===== src/rtl/seven_seg_reader.sv =====
// Reads back a multiplexed seven-segment bus: waits for a pattern to be stable on one
// digit, decodes it to hex, emits it on a valid/ready port and keeps a per-digit frame.
module seven_seg_reader #(
    parameter int DIGITS = 4,
    parameter int STABLE = 3,
    localparam int DW = $clog2(DIGITS)
) (
    input  logic                  clock,
    input  logic                  reset,
    input  logic [6:0]            seg,
    input  logic [DIGITS-1:0]     dig_en,
    output logic                  out_valid,
    input  logic                  out_ready,
    output logic [DW-1:0]         out_digit,
    output logic [3:0]            out_value,
    output logic                  out_err,
    output logic                  overrun,
    output logic [4*DIGITS-1:0]   frame,
    output logic                  frame_valid
);

    typedef enum logic [1:0] {IDLE, TRACK, CAPTURED} state_t;

    state_t                state_q, state_d;
    logic [DW-1:0]         cur_digit_q, cur_digit_d;
    logic [6:0]            last_seg_q, last_seg_d;
    logic [3:0]            cnt_q, cnt_d;
    logic                  out_valid_q, out_valid_d;
    logic [DW-1:0]         out_digit_q, out_digit_d;
    logic [3:0]            out_value_q, out_value_d;
    logic                  out_err_q, out_err_d;
    logic                  overrun_q, overrun_d;
    logic [4*DIGITS-1:0]   frame_q, frame_d;
    logic                  frame_valid_q, frame_valid_d;
    logic [DIGITS-1:0]     seen_q, seen_d;

    logic                  one_hot;
    logic [DW-1:0]         sample_digit;
    logic                  same;
    logic                  capture;
    logic [3:0]            cap_value;
    logic                  cap_err;

    always_comb begin
        one_hot      = (dig_en != '0) && ((dig_en & (dig_en - DIGITS'(1))) == '0);
        sample_digit = '0;
        for (int i = 0; i < DIGITS; i++) begin
            if (dig_en[i]) sample_digit = DW'(i);
        end
        same = (cur_digit_q == sample_digit) && (last_seg_q == seg);
    end

    always_comb begin
        cap_err = 1'b0;
        case (seg)
            7'h3F: cap_value = 4'h0;
            7'h06: cap_value = 4'h1;
            7'h5B: cap_value = 4'h2;
            7'h4F: cap_value = 4'h3;
            7'h66: cap_value = 4'h4;
            7'h6D: cap_value = 4'h5;
            7'h7D: cap_value = 4'h6;
            7'h07: cap_value = 4'h7;
            7'h7F: cap_value = 4'h8;
            7'h6F: cap_value = 4'h9;
            7'h77: cap_value = 4'hA;
            7'h7C: cap_value = 4'hB;
            7'h39: cap_value = 4'hC;
            7'h5E: cap_value = 4'hD;
            7'h79: cap_value = 4'hE;
            7'h71: cap_value = 4'hF;
            default: begin
                cap_value = 4'h0;
                cap_err   = 1'b1;
            end
        endcase
    end

    // Tracker: any new pattern (or return from a gap) restarts the count at 1.
    always_comb begin
        state_d     = state_q;
        cnt_d       = cnt_q;
        cur_digit_d = cur_digit_q;
        last_seg_d  = last_seg_q;
        capture     = 1'b0;
        if (!one_hot) begin
            state_d = IDLE;
            cnt_d   = '0;
        end else if (state_q != IDLE && same) begin
            if (state_q == TRACK) begin
                if (({1'b0, cnt_q} + 5'd1) >= 5'(STABLE)) begin
                    capture = 1'b1;
                    state_d = CAPTURED;
                    cnt_d   = 4'(STABLE);
                end else begin
                    cnt_d = cnt_q + 4'd1;
                end
            end
        end else begin
            cur_digit_d = sample_digit;
            last_seg_d  = seg;
            cnt_d       = 4'd1;
            if (STABLE == 1) begin
                capture = 1'b1;
                state_d = CAPTURED;
            end else begin
                state_d = TRACK;
            end
        end
    end

    always_comb begin
        out_valid_d   = out_valid_q;
        out_digit_d   = out_digit_q;
        out_value_d   = out_value_q;
        out_err_d     = out_err_q;
        overrun_d     = overrun_q;
        frame_d       = frame_q;
        seen_d        = seen_q;
        frame_valid_d = 1'b0;
        if (out_valid_q && out_ready) out_valid_d = 1'b0;
        if (capture) begin
            if (!out_valid_q || out_ready) begin
                out_valid_d = 1'b1;
                out_digit_d = sample_digit;
                out_value_d = cap_value;
                out_err_d   = cap_err;
            end else begin
                overrun_d = 1'b1;
            end
            // The frame tracks good captures even when the output event is dropped.
            if (!cap_err) begin
                frame_d[4*int'(sample_digit) +: 4] = cap_value;
                seen_d[sample_digit]               = 1'b1;
            end
        end
        if (seen_d == '1) begin
            frame_valid_d = 1'b1;
            seen_d        = '0;
        end
    end

    always_ff @(posedge clock) begin
        if (reset) begin
            state_q       <= IDLE;
            cnt_q         <= '0;
            cur_digit_q   <= '0;
            last_seg_q    <= '0;
            out_valid_q   <= 1'b0;
            out_digit_q   <= '0;
            out_value_q   <= '0;
            out_err_q     <= 1'b0;
            overrun_q     <= 1'b0;
            frame_q       <= '0;
            frame_valid_q <= 1'b0;
            seen_q        <= '0;
        end else begin
            state_q       <= state_d;
            cnt_q         <= cnt_d;
            cur_digit_q   <= cur_digit_d;
            last_seg_q    <= last_seg_d;
            out_valid_q   <= out_valid_d;
            out_digit_q   <= out_digit_d;
            out_value_q   <= out_value_d;
            out_err_q     <= out_err_d;
            overrun_q     <= overrun_d;
            frame_q       <= frame_d;
            frame_valid_q <= frame_valid_d;
            seen_q        <= seen_d;
        end
    end

    assign out_valid   = out_valid_q;
    assign out_digit   = out_digit_q;
    assign out_value   = out_value_q;
    assign out_err     = out_err_q;
    assign overrun     = overrun_q;
    assign frame       = frame_q;
    assign frame_valid = frame_valid_q;

endmodule


===== config.mk =====
export PLATFORM = sky130hd
export DESIGN_NAME = seven_seg_reader
export DESIGN_NICKNAME = d
export VERILOG_FILES = /design/src/rtl/seven_seg_reader.sv
export SDC_FILE = /design/constraint.sdc
export NUM_CORES = 1
export LEC_CHECK = 0
export CAP_MARGIN = 20
export CORE_MARGIN = 2
export CORE_UTILIZATION = 53
export DETAILED_ROUTE_END_ITERATION = 10
export PLACE_DENSITY = 0.79
export SYNTH_ARGS = -nofsm -noshare
export SYNTH_HDL_FRONTEND = slang
export SYNTH_SLANG_ARGS = --single-unit
export TNS_END_PERCENT = 20

===== constraint.sdc =====
create_clock -name clock -period 2.93 [get_ports clock]
set_clock_uncertainty 0.1 [all_clocks]
set_input_delay 0.4395 -clock clock [delete_from_list [all_inputs] [get_ports clock]]
set_output_delay 0.4395 -clock clock [all_outputs]
set_load 0.005 [all_outputs]

# ---- Yosys cells after proc, flatten, opt, wreduce, memory -nomap -nowiden
# Cells that the tools add are included.
# W data, S select, Z words.
dict set report word_totals {
  regBits 45
  latch_bits 0
  mem_bits_rw 0
  rom_bits 0
  in_bits 14
  wordCells 94
  mem_count 0
}
dict set report op_classes {
  addsub 4
  n_mul 0
  div_mod_pow 0
  n_lt_le_gt_ge 3
  n_eq_ne 22
  n_shift 2
  n_mux 24
  bitwise_logic 5
  reduce_logical 20
}
# cell n
set op_table {}
lappend op_table {{$eq A7 B7 Y1 const B} 12}
lappend op_table {{$pmux W4 S15} 1}
lappend op_table {{$neg A4 Y33} 1}
lappend op_table {{$shift A4 B33 Y16 const A} 1}
lappend op_table {{$shiftx A4 B33 Y16} 1}
lappend op_table {{$bwmux W16} 1}
lappend op_table {{$mux W1} 16}
lappend op_table {{$reduce_or A16 Y1} 1}
lappend op_table {{$eq A7 B3 Y1 const B} 2}
lappend op_table {{$eq A7 B6 Y1 const B} 2}
lappend op_table {{$mux W4} 3}
lappend op_table {{$reduce_and A2 Y1} 6}
lappend op_table {{$eq A7 B7 Y1} 1}
lappend op_table {{$add A4 B1 Y5 const B} 1}
lappend op_table {{$ge A5 B2 Y1 const B} 1}
lappend op_table {{$logic_and A1 B1 Y1} 5}
lappend op_table {{$add A4 B1 Y4 const B} 1}
lappend op_table {{$and A4 B4 Y4} 1}
lappend op_table {{$eq A4 B4 Y1 const B} 1}
lappend op_table {{$logic_not A4 Y1} 1}
lappend op_table {{$mux W2} 2}
lappend op_table {{$ne A2 B1 Y1 const B} 2}
lappend op_table {{$or A4 B4 Y4} 1}
lappend op_table {{$reduce_bool A4 Y1} 1}
lappend op_table {{12 further kinds} 15}

# ---- Longest topological paths before layout
# Gate-level depths: netlist of run 1.
dict set report logic_depth {
  depth_word 12
  ltp_mapped 11
  mapped_depth_nobuf 8
}

# ---- Worst setup path after synthesis of run 1
# Ideal clock, no wire load.
dict set report synth_path {
  kind {input-to-reg}
  startpoint {input port dig_en[3]}
  endpoint {register frame_q[2], in the netlist frame[2]}
  t_arrival_ps 2227
  required_ps 2702
  setup_slack_ps 475
  stages 11
  path_cell_list {buf_6 > and2b_1 > o21ai_1 > and3_1 > buf_2 > or3_1 > buf_2 > and4b_1 > buf_4 > mux2i_1 > nor2_1}
}
dict set report synth_between {
  elab_chain_len 7
  word_cells_on_any_way 16
  cone_classes {2 x add/sub; 1 x eq/ne; 2 x shift; 4 x mux; 1 x bitwise; 6 x reduce/logical}
}
# element line
set synth_lines {}
lappend synth_lines {{start, declared} 11} ;# input logic [DIGITS-1:0] dig_en,
lappend synth_lines {{branches (longest 7 deep; another with $sub A4 B1 Y4)} -}
lappend synth_lines {{end signal, assigned} 167} ;# frame_q <= frame_d;
lappend synth_lines {{end, declared} 33} ;# logic [4*DIGITS-1:0] frame_q, frame_d;
# Parallel ways; which one is timed is not known.
# A chain may end at the register's enable or synchronous reset.

# ---- Worst setup path in the final report of run 1
dict set report layout_path {
  startpoint {input port seg[4]}
  endpoint {register frame_q[3], in the netlist frame[3]}
}
dict set report layout_between {
  elab_chain_len 6
  word_cells_on_any_way 26
  cone_classes {17 x eq/ne; 1 x shift; 4 x mux; 4 x reduce/logical}
}
# element line
set layout_lines {}
lappend layout_lines {{start, declared} 10} ;# input logic [6:0] seg,
lappend layout_lines {{branches (longest 6 deep; another with $shiftx A4 B33 Y16)} -}
# Parallel ways; which one is timed is not known.

==> impl_summary.txt, run 1 <==
----------------------------------------------------
[Synth]
  Commonest register cell after synthesis ... sky130_fd_sc_hd__dfxtp_1
  Distinct cell type count after synthesis ... 55
  Fraction of the yosys area taken by sequential cells ... 0.3725
  Async set-or-reset flop fraction in the synthesized netlist ... 0
  Post-synth net total ... 294
  Ranking of synthesized cells by area ... sky130_fd_sc_hd__dfxtp_1 37%, sky130_fd_sc_hd__mux2i_1 9.5%, sky130_fd_sc_hd__nor2_1 7.1%
  Syn Inst Count ... 278
  Count of flip-flops with a built-in enable after synthesis ... 0
  Leading area contributor after synthesis ... sky130_fd_sc_hd__dfxtp_1
  Netlist Area Pre-Place ... 0.002419 mm^2
  Synthesized area per cell ... 8.700 um^2
  Total of flip-flops plus latches after synthesis ... 45
  Top-area cell type share of the netlist area ... 0.3725
  Yosys warnings ... 0

[STA]
  Post-layout min period ... 2.799 ns
  Worst slew slack as a fraction of its limit ... 0.5838
  Final hold vios ... 0
  RSZ-0062 raised after global routing ... yes
  Crit share post-route ... 0.9555
  Peak clock frequency supported by timing ... 0.3572 GHz
  Transition time at the pin with the least slew margin ... 0.6244 ns
  Slew Limit Fails ... 0
  Final-report setup violation count ... 0

[Floorplanning]
  Core footprint ... 0.004384 mm^2
  Die extent in x ... 71.55 um
  Full die area ... 0.005119 mm^2
  Starting Density ... 0.5517
  Total I/O pin count ... 40
  Die Height ... 71.55 um
  Site row count ... 24

[Route]
  Post-DRT Antenna Nets ... 0
  Avg WL per Cell ... 16.56 um
  Total iterations of the first detailed-routing run ... 4
  DRC violation total after the first TritonRoute iteration ... 163
  DR vias ... 2379
  Total wirelength of the detailed-routed design ... 6708 um
  Number of vias per cell after detailed routing ... 5.874
  Residual DRC ... 0

[CTS]
  Hold-fix buffer count after cts ... 0
  Clk root buf ... sky130_fd_sc_hd__clkbuf_8
  Later-pin clock latency in the skew report ... 0.31 ns
  Count of clock tree sinks ... 45
  TritonCTS Buffers ... 5
  H-tree level count ... 2
  CTS tree ... yes
  Maximum buffer depth of the clock tree ... 2
  Clock input transition at the sequential cells of the worst setup and hold paths ... 0.09 ns

[Setup path]
  Req. time, crit path ... 3.03 ns
  Critical path class ... in2reg
  Worst setup startpoint ... seg[4]
  Worst Setup End Kind ... flip-flop
  Crit path arrival time ... 2.90 ns
  Cell depth of the worst flop-to-flop path ... 9
  CP Capture Point ... frame[3]
  Kind of start point of the critical path ... primary input
  Startpoint of the most critical register-to-register path ... cnt_q[0]
  Minimum setup slack among reg-to-reg paths ... 0.40 ns
  Maximum fanout along the worst path ... 6
  Critical register-to-register path endpoint ... frame[3]

[Cells and area]
  Layout cells sized above 1 ... 0.2153
  Final non-filler cell area ... 0.003277 mm^2
  Layout overhead on the synthesized area ... 35.49%
  Post-layout net count ... 368
  Combined flip-flop and latch cell area ... 900.9 um^2
  Number of antenna repair diodes ... 0
  Area of combinational cells with multiple inputs ... 0.001400 mm^2
  Fillers ... 318
  Core utilization of the finished layout ... 0.7474

[Power]
  Ratio of total power to cell area ... 405.2 mW/mm^2
  Worst supply voltage drop on vdd ... 302.3 uV
  P_leak ... 1.301 nW
  PnR Total Power ... 1.328 mW

[Global routing]
  Pin count of the biggest net entering global routing ... 30
  Antenna violations before repair ... 0
  Vias in the first global route ... 2321
  First-pass GRT wire length ... 11010 um
  GR Util All Layers ... 0.2744
  Overflow after GRT ... 0

[Hold path]
  Path class of the lowest-slack min-delay path ... reg2reg

[Job]
  Max-capacitance violation count ... 0

[Place]
  Estimated wirelength of the detail-placed design ... 4673 um
  Routability congestion estimate from global placement ... 0.9508
  IO buf count ... 39
  Post-DP Area ... 0.003142 mm^2

[Run status]
  Outcome ... complete, no violations

----------------------------------------------------
==> power breakdown <==
part           internal [mW]  total [mW]  switching, mW
logic                 0.0889       0.198          0.109
registers              0.621       0.629        0.00861
clock network          0.277       0.501          0.224
total                  0.987        1.33          0.341
==> layer usage <==
metal / up-vias / track usage / share of wire
li1: 1145 / - / -
met1: 1120 / 0.3419 / 0.42
met2: 94 / 0.4681 / 0.49
met3: 20 / 0.04641 / 0.060
met4: 0 / 0.1174 / 0.023
met5: - / 0 / 0
==> worst max-delay path, stage by stage <==
cell and delay, ns:
sky130_fd_sc_hd__clkdlybuf4s50_1 0.53, sky130_fd_sc_hd__buf_4 0.22, sky130_fd_sc_hd__or4_1 0.52, sky130_fd_sc_hd__nor2_1 0.17, sky130_fd_sc_hd__nor3_1 0.09, sky130_fd_sc_hd__nand4bb_1 0.23
sky130_fd_sc_hd__and4b_2 0.38, sky130_fd_sc_hd__mux2i_1 0.25, sky130_fd_sc_hd__nor2_1 0.06
==> kinds of logic after synthesis <==
group / count (synthesis) / synth area share
buffers and inverters: 26 / 0.05484
XOR/XNOR: 10 / 0.03932
multiplexers: 24 / 0.09984
AND/OR/NAND/NOR: 125 / 0.2923
AO/OA/AOI/OAI: 46 / 0.1309
adder cells (fa/ha/maj): 2 / 0.01034
flip-flops: 45 / 0.3725
==> through the flow <==
step / instances / setup WS [ns] / hold slack [ns] / TNS, ns
CTS: 405 / 0.09870 / 0.3792 / 0
floorplan: 278 / 0.4753 / 0.3527 / 0
global placement: 397 / -0.05345 / 0.3564 / -0.1946
finish: 405 / 0.1305 / 0.3855 / 0
global route: 405 / -0.02336 / 0.4107 / -0.02336
detailed placement: 397 / -0.1290 / 0.3669 / -0.9462
==> timing repair <==
| item | CTS | global route |
|---|---|---|
| endpoints found under the setup margin | 0 | 8 |
| setup buffers | 0 | 0 |
| gates resized for setup | 0 | 4 |
==> worst min-delay path by stage <==
stage / depth (start not counted) / slack, ns / end / from
finish: 2 / 0.39 / frame[11] / frame[11]
global route: 2 / 0.41 / frame[11] / frame[11]
CTS: 2 / 0.38 / frame[11] / frame[11]
detailed placement: 2 / 0.37 / frame[11] / frame[11]
global placement: 2 / 0.36 / overrun / overrun
floorplan: 2 / 0.35 / frame[11] / frame[11]
==> layout make-up <==
type | count | area share
multi-input combinational | 207 | 0.4273
clock buffer | 6 | 0.02520
inverter | 8 | 0.009164
timing repair buffer | 85 | 0.2321
clock inverter | 2 | 0.01145
tap | 52 | 0.01985
sequential | 45 | 0.2749
==> Yosys cell counts (4+ instances only) <==
library cell / n
sky130_fd_sc_hd__nor2_1: 46
sky130_fd_sc_hd__dfxtp_1: 45
sky130_fd_sc_hd__mux2i_1: 23
sky130_fd_sc_hd__nor3_1: 16
sky130_fd_sc_hd__a21oi_1: 13
sky130_fd_sc_hd__nand2_1: 11
sky130_fd_sc_hd__nand3_1: 9
sky130_fd_sc_hd__inv_1: 8
sky130_fd_sc_hd__xor2_1: 8
sky130_fd_sc_hd__buf_2: 7
sky130_fd_sc_hd__clkbuf_1: 7
sky130_fd_sc_hd__o21ai_0: 7
sky130_fd_sc_hd__a31oi_1: 6
sky130_fd_sc_hd__and3_1: 5
sky130_fd_sc_hd__nand3b_1: 4
sky130_fd_sc_hd__nor2b_1: 4
==> flip-flops by register name, indices dropped and copies added (netlist names) <==
register	flops
frame	16
last_seg_q	7
cnt_q	4
out_value	4
seen_q	4
cur_digit_q	2
out_digit	2
state_q	2
frame_valid	1
out_err	1
out_valid	1
overrun	1
==> layout by cell type (no fill, tap or decap), types with 3 or more instances in the layout <==
master and count:
sky130_fd_sc_hd__buf_4 44, sky130_fd_sc_hd__inv_1 8, sky130_fd_sc_hd__nand3_1 7, sky130_fd_sc_hd__nand2b_1 3
sky130_fd_sc_hd__a21oi_1 12, sky130_fd_sc_hd__a211oi_1 3, sky130_fd_sc_hd__clkbuf_8 6, sky130_fd_sc_hd__nor2_1 46
sky130_fd_sc_hd__nand2_1 11, sky130_fd_sc_hd__xor2_1 8, sky130_fd_sc_hd__nor3_1 16, sky130_fd_sc_hd__o21ai_0 7
sky130_fd_sc_hd__nand3b_1 4, sky130_fd_sc_hd__nor4_1 3, sky130_fd_sc_hd__clkdlybuf4s50_1 39, sky130_fd_sc_hd__nor2b_1 4
sky130_fd_sc_hd__and3_1 5, sky130_fd_sc_hd__or3_1 3, sky130_fd_sc_hd__a31oi_1 6, sky130_fd_sc_hd__mux2i_1 23
sky130_fd_sc_hd__dfxtp_1 45
(Power assumes the default switching activity.)
==> run 2, diff against run 1 <==
--- a/config.mk
+++ b/config.mk
@@ -5,7 +5,6 @@
 export SDC_FILE = /design/constraint.sdc
 export NUM_CORES = 1
 export LEC_CHECK = 0
-export CAP_MARGIN = 20
 export CORE_MARGIN = 2
 export CORE_UTILIZATION = 53
 export DETAILED_ROUTE_END_ITERATION = 10
==> results of run 2 <==
Final layout, timing and power as in run 1 (identical DEF).
==> run 3, diff against run 2 <==
--- a/config.mk
+++ b/config.mk
@@ -6,9 +6,9 @@
 export NUM_CORES = 1
 export LEC_CHECK = 0
 export CORE_MARGIN = 2
-export CORE_UTILIZATION = 53
+export CORE_UTILIZATION = 48
 export DETAILED_ROUTE_END_ITERATION = 10
-export PLACE_DENSITY = 0.79
+export PLACE_DENSITY = 0.76
 export SYNTH_ARGS = -nofsm -noshare
 export SYNTH_HDL_FRONTEND = slang
 export SYNTH_SLANG_ARGS = --single-unit
==> constraint.sdc (replaced) <==
create_clock -name clock -period 2.3 [get_ports clock]
set_clock_uncertainty 0.1 [all_clocks]
set_input_delay 0.345 -clock clock [delete_from_list [all_inputs] [get_ports clock]]
set_output_delay 0.345 -clock clock [all_outputs]
set_load 0.005 [all_outputs]
==> impl_summary.txt, run 3 (synthesis gave the netlist of run 1 again) <==
----------------------------------------------------
[Power]
  P_leak ... 1.439 nW
  Worst supply voltage drop on vdd ... 326.6 uV
  Ratio of total power to cell area ... 457.1 mW/mm^2
  PnR Total Power ... 1.636 mW

[Setup path]
  Maximum fanout along the worst path ... 8
  Worst Setup End Kind ... flip-flop
  Crit path arrival time ... 2.42 ns
  Req. time, crit path ... 2.40 ns
  Kind of start point of the critical path ... primary input
  Critical path class ... in2reg

[Cells and area]
  Most common cell after layout, fill and taps aside ... sky130_fd_sc_hd__buf_4
  Most frequent cells in the layout ... 59 x sky130_fd_sc_hd__buf_4, 42 x sky130_fd_sc_hd__dfxtp_1, 41 x sky130_fd_sc_hd__nor2_1, 30 x sky130_fd_sc_hd__clkdlybuf4s50_1, 23 x sky130_fd_sc_hd__mux2i_1
  Layout overhead on the synthesized area ... 47.96%
  Layout cells sized above 1 ... 0.3145
  Number of antenna repair diodes ... 0
  Fillers ... 337
  Post-layout net count ... 387
  Max reg flops ... 16

[STA]
  Worst slew slack as a fraction of its limit ... 0.5651
  Slew Limit Fails ... 0
  Final hold vios ... 0
  Post-layout min period ... 2.316 ns
  Peak clock frequency supported by timing ... 0.4317 GHz
  Transition time at the pin with the least slew margin ... 0.6524 ns
  Crit path setup slack, layout ... -0.01628 ns
  RSZ-0062 raised after global routing ... yes
  Crit share post-route ... 1.007
  Final-report setup violation count ... 2

[Place]
  Estimated wirelength of the detail-placed design ... 4661 um
  Worst slack, placed ... -0.6477 ns
  IO buf count ... 39
  Routability congestion estimate from global placement ... 0.9269

[CTS]
  Clock input transition at the sequential cells of the worst setup and hold paths ... 0.10 ns
  Count of clock tree sinks ... 45
  CTS tree ... yes
  H-tree level count ... 2
  TritonCTS Buffers ... 5
  Clk root buf ... sky130_fd_sc_hd__clkbuf_8
  Maximum buffer depth of the clock tree ... 2
  Later-pin clock latency in the skew report ... 0.31 ns

[Floorplanning]
  Die Height ... 74.99 um
  Die extent in x ... 74.99 um
  Total I/O pin count ... 40
  Starting Density ... 0.5054
  Full die area ... 0.005623 mm^2
  Core footprint ... 0.004786 mm^2
  Site row count ... 25

[Route]
  Avg WL per Cell ... 15.85 um
  Number of vias per cell after detailed routing ... 5.642
  Total iterations of the first detailed-routing run ... 4
  Residual DRC ... 0
  Total wirelength of the detailed-routed design ... 6956 um
  DR vias ... 2477
  Post-DRT Antenna Nets ... 0
  DRC violation total after the first TritonRoute iteration ... 148

[Global routing]
  Pin count of the biggest net entering global routing ... 31
  Vias in the first global route ... 2319
  First-pass GRT wire length ... 10710 um
  GR Util All Layers ... 0.2520
  Antenna violations before repair ... 0
  Overflow after GRT ... 0

[Job]
  Max-capacitance violation count ... 0

[Hold path]
  Path class of the lowest-slack min-delay path ... reg2reg

[Run status]
  Violations in the final reports ... negative setup slack
  Outcome ... finished with violations

----------------------------------------------------
## run 3: metal layers
| layer | vias up | GRT usage | share of wire |
|---|---|---|---|
| met4 | 0 | 0.1012 | 0.022 |
| met5 | - | 0 | 0 |
| met2 | 96 | 0.4298 | 0.50 |
| met3 | 18 | 0.04953 | 0.067 |
| met1 | 1192 | 0.3122 | 0.41 |
| li1 | 1171 | - | - |
## run 3: critical path, cell delays in order
cell and delay [ns]:
sky130_fd_sc_hd__dlygate4sd2_1 0.40, sky130_fd_sc_hd__buf_4 0.23, sky130_fd_sc_hd__xnor2_1 0.08, sky130_fd_sc_hd__a21oi_1 0.29, sky130_fd_sc_hd__nor3_2 0.09, sky130_fd_sc_hd__nand4bb_4 0.29, sky130_fd_sc_hd__buf_4 0.20, sky130_fd_sc_hd__nand3_1 0.21
sky130_fd_sc_hd__mux2i_1 0.23, sky130_fd_sc_hd__nor2_1 0.06
## run 3: where the power goes
group          total [mW]  switching, mW  internal [mW]
Clock               0.546          0.317          0.230
Sequential          0.802         0.0115          0.791
Combinational       0.287          0.155          0.132
Total                1.64          0.484           1.15
## run 3: what timing repair did
item	4_1_cts	5_1_grt
pin swaps	7	11
buffers inserted	4	2
resized for setup	33	19
endpoints found under the setup margin	36	27
hold buffers	0	0
## run 3: path summary, 6_finish.rpt
kind | from | end | slack [ns] | depth (start not counted)
worst min register to register | frame[11] | frame[11] | 0.38 | 2
worst max-delay path | seg[2] | frame[14] | -0.02 | 10
worst max register to register | cnt_q[0] | frame[2] | 0 | 8
worst min-delay path | frame[11] | frame[11] | 0.38 | 2
## run 3: per-stage QoR
| stage | hold slack [ns] | util | instance area, um^2 | instances | setup TNS, ns |
|---|---|---|---|---|---|
| floorplan | 0.3527 | - | 2442 | 278 | -0.2371 |
| global placement | 0.3559 | 0.6821 | 3264 | 426 | -19.12 |
| detailed placement | 0.3637 | 0.6821 | 3264 | 426 | -20.51 |
| CTS | 0.3822 | 0.7299 | 3493 | 438 | -0.04329 |
| global route | 0.4098 | 0.7477 | 3578 | 439 | -1.254 |
| finish | 0.3775 | 0.7477 | 3578 | 439 | -0.01894 |
## run 3: cell type report
cell class              instances  area, um^2  share of cell area
clock buffers                   5       68.82             0.01923
clock inverters                 3       28.78            0.008042
inverters                       8       30.03            0.008392
multi-input cells             207        1560              0.4360
flip-flops and latches         45       907.1              0.2535
well taps                      67       83.83             0.02343
repair buffers                104       899.6              0.2514
==> RTL change (settings of run 2) <==
Encoding of `state_t`: now one-hot (3 bits for 3 states).
--- a/src/rtl/seven_seg_reader.sv
+++ b/src/rtl/seven_seg_reader.sv
@@ -20,5 +20,5 @@
 );
 
-    typedef enum logic [1:0] {IDLE, TRACK, CAPTURED} state_t;
+    typedef enum logic [2:0] {IDLE = 3'b001, TRACK = 3'b010, CAPTURED = 3'b100} state_t;
 
     state_t                state_q, state_d;
Function: same outputs for any inputs over 10 cycles, from zero or initial values and one cycle with reset high; not proved beyond that.
==> RTL change against run 2 <==
Non-clock buffer count is 9 lower. Synthesized cell count is 4.7% higher. Area after synthesis is 5.3% higher. Design area is 2.3% higher. Power is 5.4% higher. Wire length is 11% lower. Worst setup slack better by 19 ps. Sequential cell count is 1 higher. Critical path type unchanged. Critical endpoint is now seen_q[2].
==> RTL change: results (changes against run 2) <==
Status - finished clean
Net count after synthesis - 315 (+7.1%)
Via count - 2297 (-3.4%)
Main synth FF type - dfxtp_1
Clk Latency, worst-skew pair - 300 ps
FFs w/ async S/R, synth - 0% (unchanged)
Post-cts sizing count - 0 (unchanged)
Adder-cell share of the synthesized area - 4.91% (+3.9 points)
Lkg Pwr - 1.39 nW (+6.8%)
DP HPWL - 4370 um (-6.5%)
Hold Crit Class - flop to flop
Worst-path clk slew - 90 ps (about the same)
Yosys warnings - 0 (unchanged)
Cells after Synth - 291 (+4.7%)
Detailed Route Iter0 Violations - 171 (+4.9%)
Max IR drop VDD - 0.364 mV (+20%)
Multiplexer share of the synthesized area - 10.6% (+0.62 points)
Post-Route WL - 5940 um (-11%)
Layout cells sized above 1 - 17.3% (-4.2 points)
Global-route wire length before repair - 9780 um (-11%)
Worst slack, placed - -93.2 ps (+35.8 ps)
Yosys cell types - 57 (+3.6%)
Post-synthesis compound-gate area fraction - 14.8% (+1.7 points)
Final GP Congestion - 0.875 (-7.9%)
NumNets Final - 381 (+3.5%)
Most instantiated cells after synthesis - dfxtp_1, nand2_1, nor2_1
Slowest cell on crit path - nor4_2
Port Buffers - 39 (unchanged)
Clock Tree Root - clkbuf_8
Placement Cell Area - 3210 sq um (+2.2%)
Synth top area cells - dfxtp_1, mux2i_1, nand2_1
Post-synthesis xor/xnor area fraction - 3.09% (-0.84 points)
Crit path DAT - 2880 ps (-20 ps)
Post-CTS setup buffer count - 0 (unchanged)
Drt pass-1 iters - 4 (unchanged)
CP max FO - 12 (+6)
Slew Limit Fails - 0 (unchanged)
Cts bufs inserted - 5 (unchanged)
Post-synthesis sequential area ratio - 36.1% (-1.1 points)
Largest net degree at the start of global routing - 20 (-33%)
Max reg flops - 16 (unchanged)
GRT Total Usage - 23.3% (-4.2 points)
H-Tree Level Count - 2 (unchanged)
Worst slew margin - 57.0% (-1.4 points)
CP peak stage delay - 600 ps (+70 ps)
Max clock buf depth - 2 (unchanged)
Initial antenna violation count - 0 (unchanged)
Vias in the first global route - 2116 (-8.8%)
Grt ovf - 0 (unchanged)
N_diodes - 0 (unchanged)
P_int - 0.00108 W (+9.5%)
-- RTL change: final timing paths --
| kind | start | endpoint | slack, ps | cells after the start |
|---|---|---|---|---|
| max | seg[6] | seen_q[2] | 150 | 9 |
| min | frame[9] | frame[9] | 360 | 2 |
| max reg2reg | cnt_q[0] | seen_q[2] | 420 | 8 |
| min reg2reg | frame[9] | frame[9] | 360 | 2 |
-- RTL change: logic make-up (layout without fill, tap and decap cells) --
| logic type | after synthesis | count (layout) |
|---|---|---|
| muxes | 27 | 27 |
| adders and majority gates | 10 | 10 |
| and+or+nand+nor | 125 | 125 |
| DFF | 46 | 46 |
| buffers and inverters | 27 | 94 |
| AOI/OAI and AO/OA | 47 | 47 |
| xor gates and xnor gates | 9 | 9 |
-- RTL change: power by group through the flow --
| stage | Combinational (W) | Clock [W] | Sequential, W |
|---|---|---|---|
| after global routing | 0.000192 | 0.000617 | 0.000645 |
| after floorplan | 0.000104 | 0 | 0.000657 |
| final | 0.000174 | 0.000581 | 0.000644 |
| after CTS | 0.000173 | 0.000588 | 0.000644 |
| after detailed placement | 0.000172 | 0 | 0.000658 |
| after global placement | 0.000169 | 0 | 0.000658 |
-- RTL change: layout make-up --
type | instances | area (sq um)
Sequential cell | 46 | 921
Timing Repair Buffer | 76 | 681
Multi-Input combinational cell | 218 | 1500
Clock inverter | 2 | 60.1
Tap cell | 54 | 67.6
Clock buffer | 6 | 82.6
Fill cell | 354 | 1340
Inverter | 10 | 37.5
-- RTL change: per-stage QoR --
stage / setup TNS [ps] / cells
after floorplan: 0 / 291
after global placement: -1.77 / 404
after detailed placement: -293 / 404
after CTS: 0 / 412
after global routing: 0 / 412
final: 0 / 412
-- RTL change: worst max-delay path: cells and delay by family --
| family | cells | cell delay, ps |
|---|---|---|
| simple gates | 4 | 1110 |
| buf+inv | 3 | 850 |
| compound gates | 2 | 470 |
-- RTL change: metal layers --
layer	share of wire, %	global-route usage [%]
met1	46	30.7
met2	50	38.7
met3	2.7	4.25
met4	1.3	7.27
met5	0	0
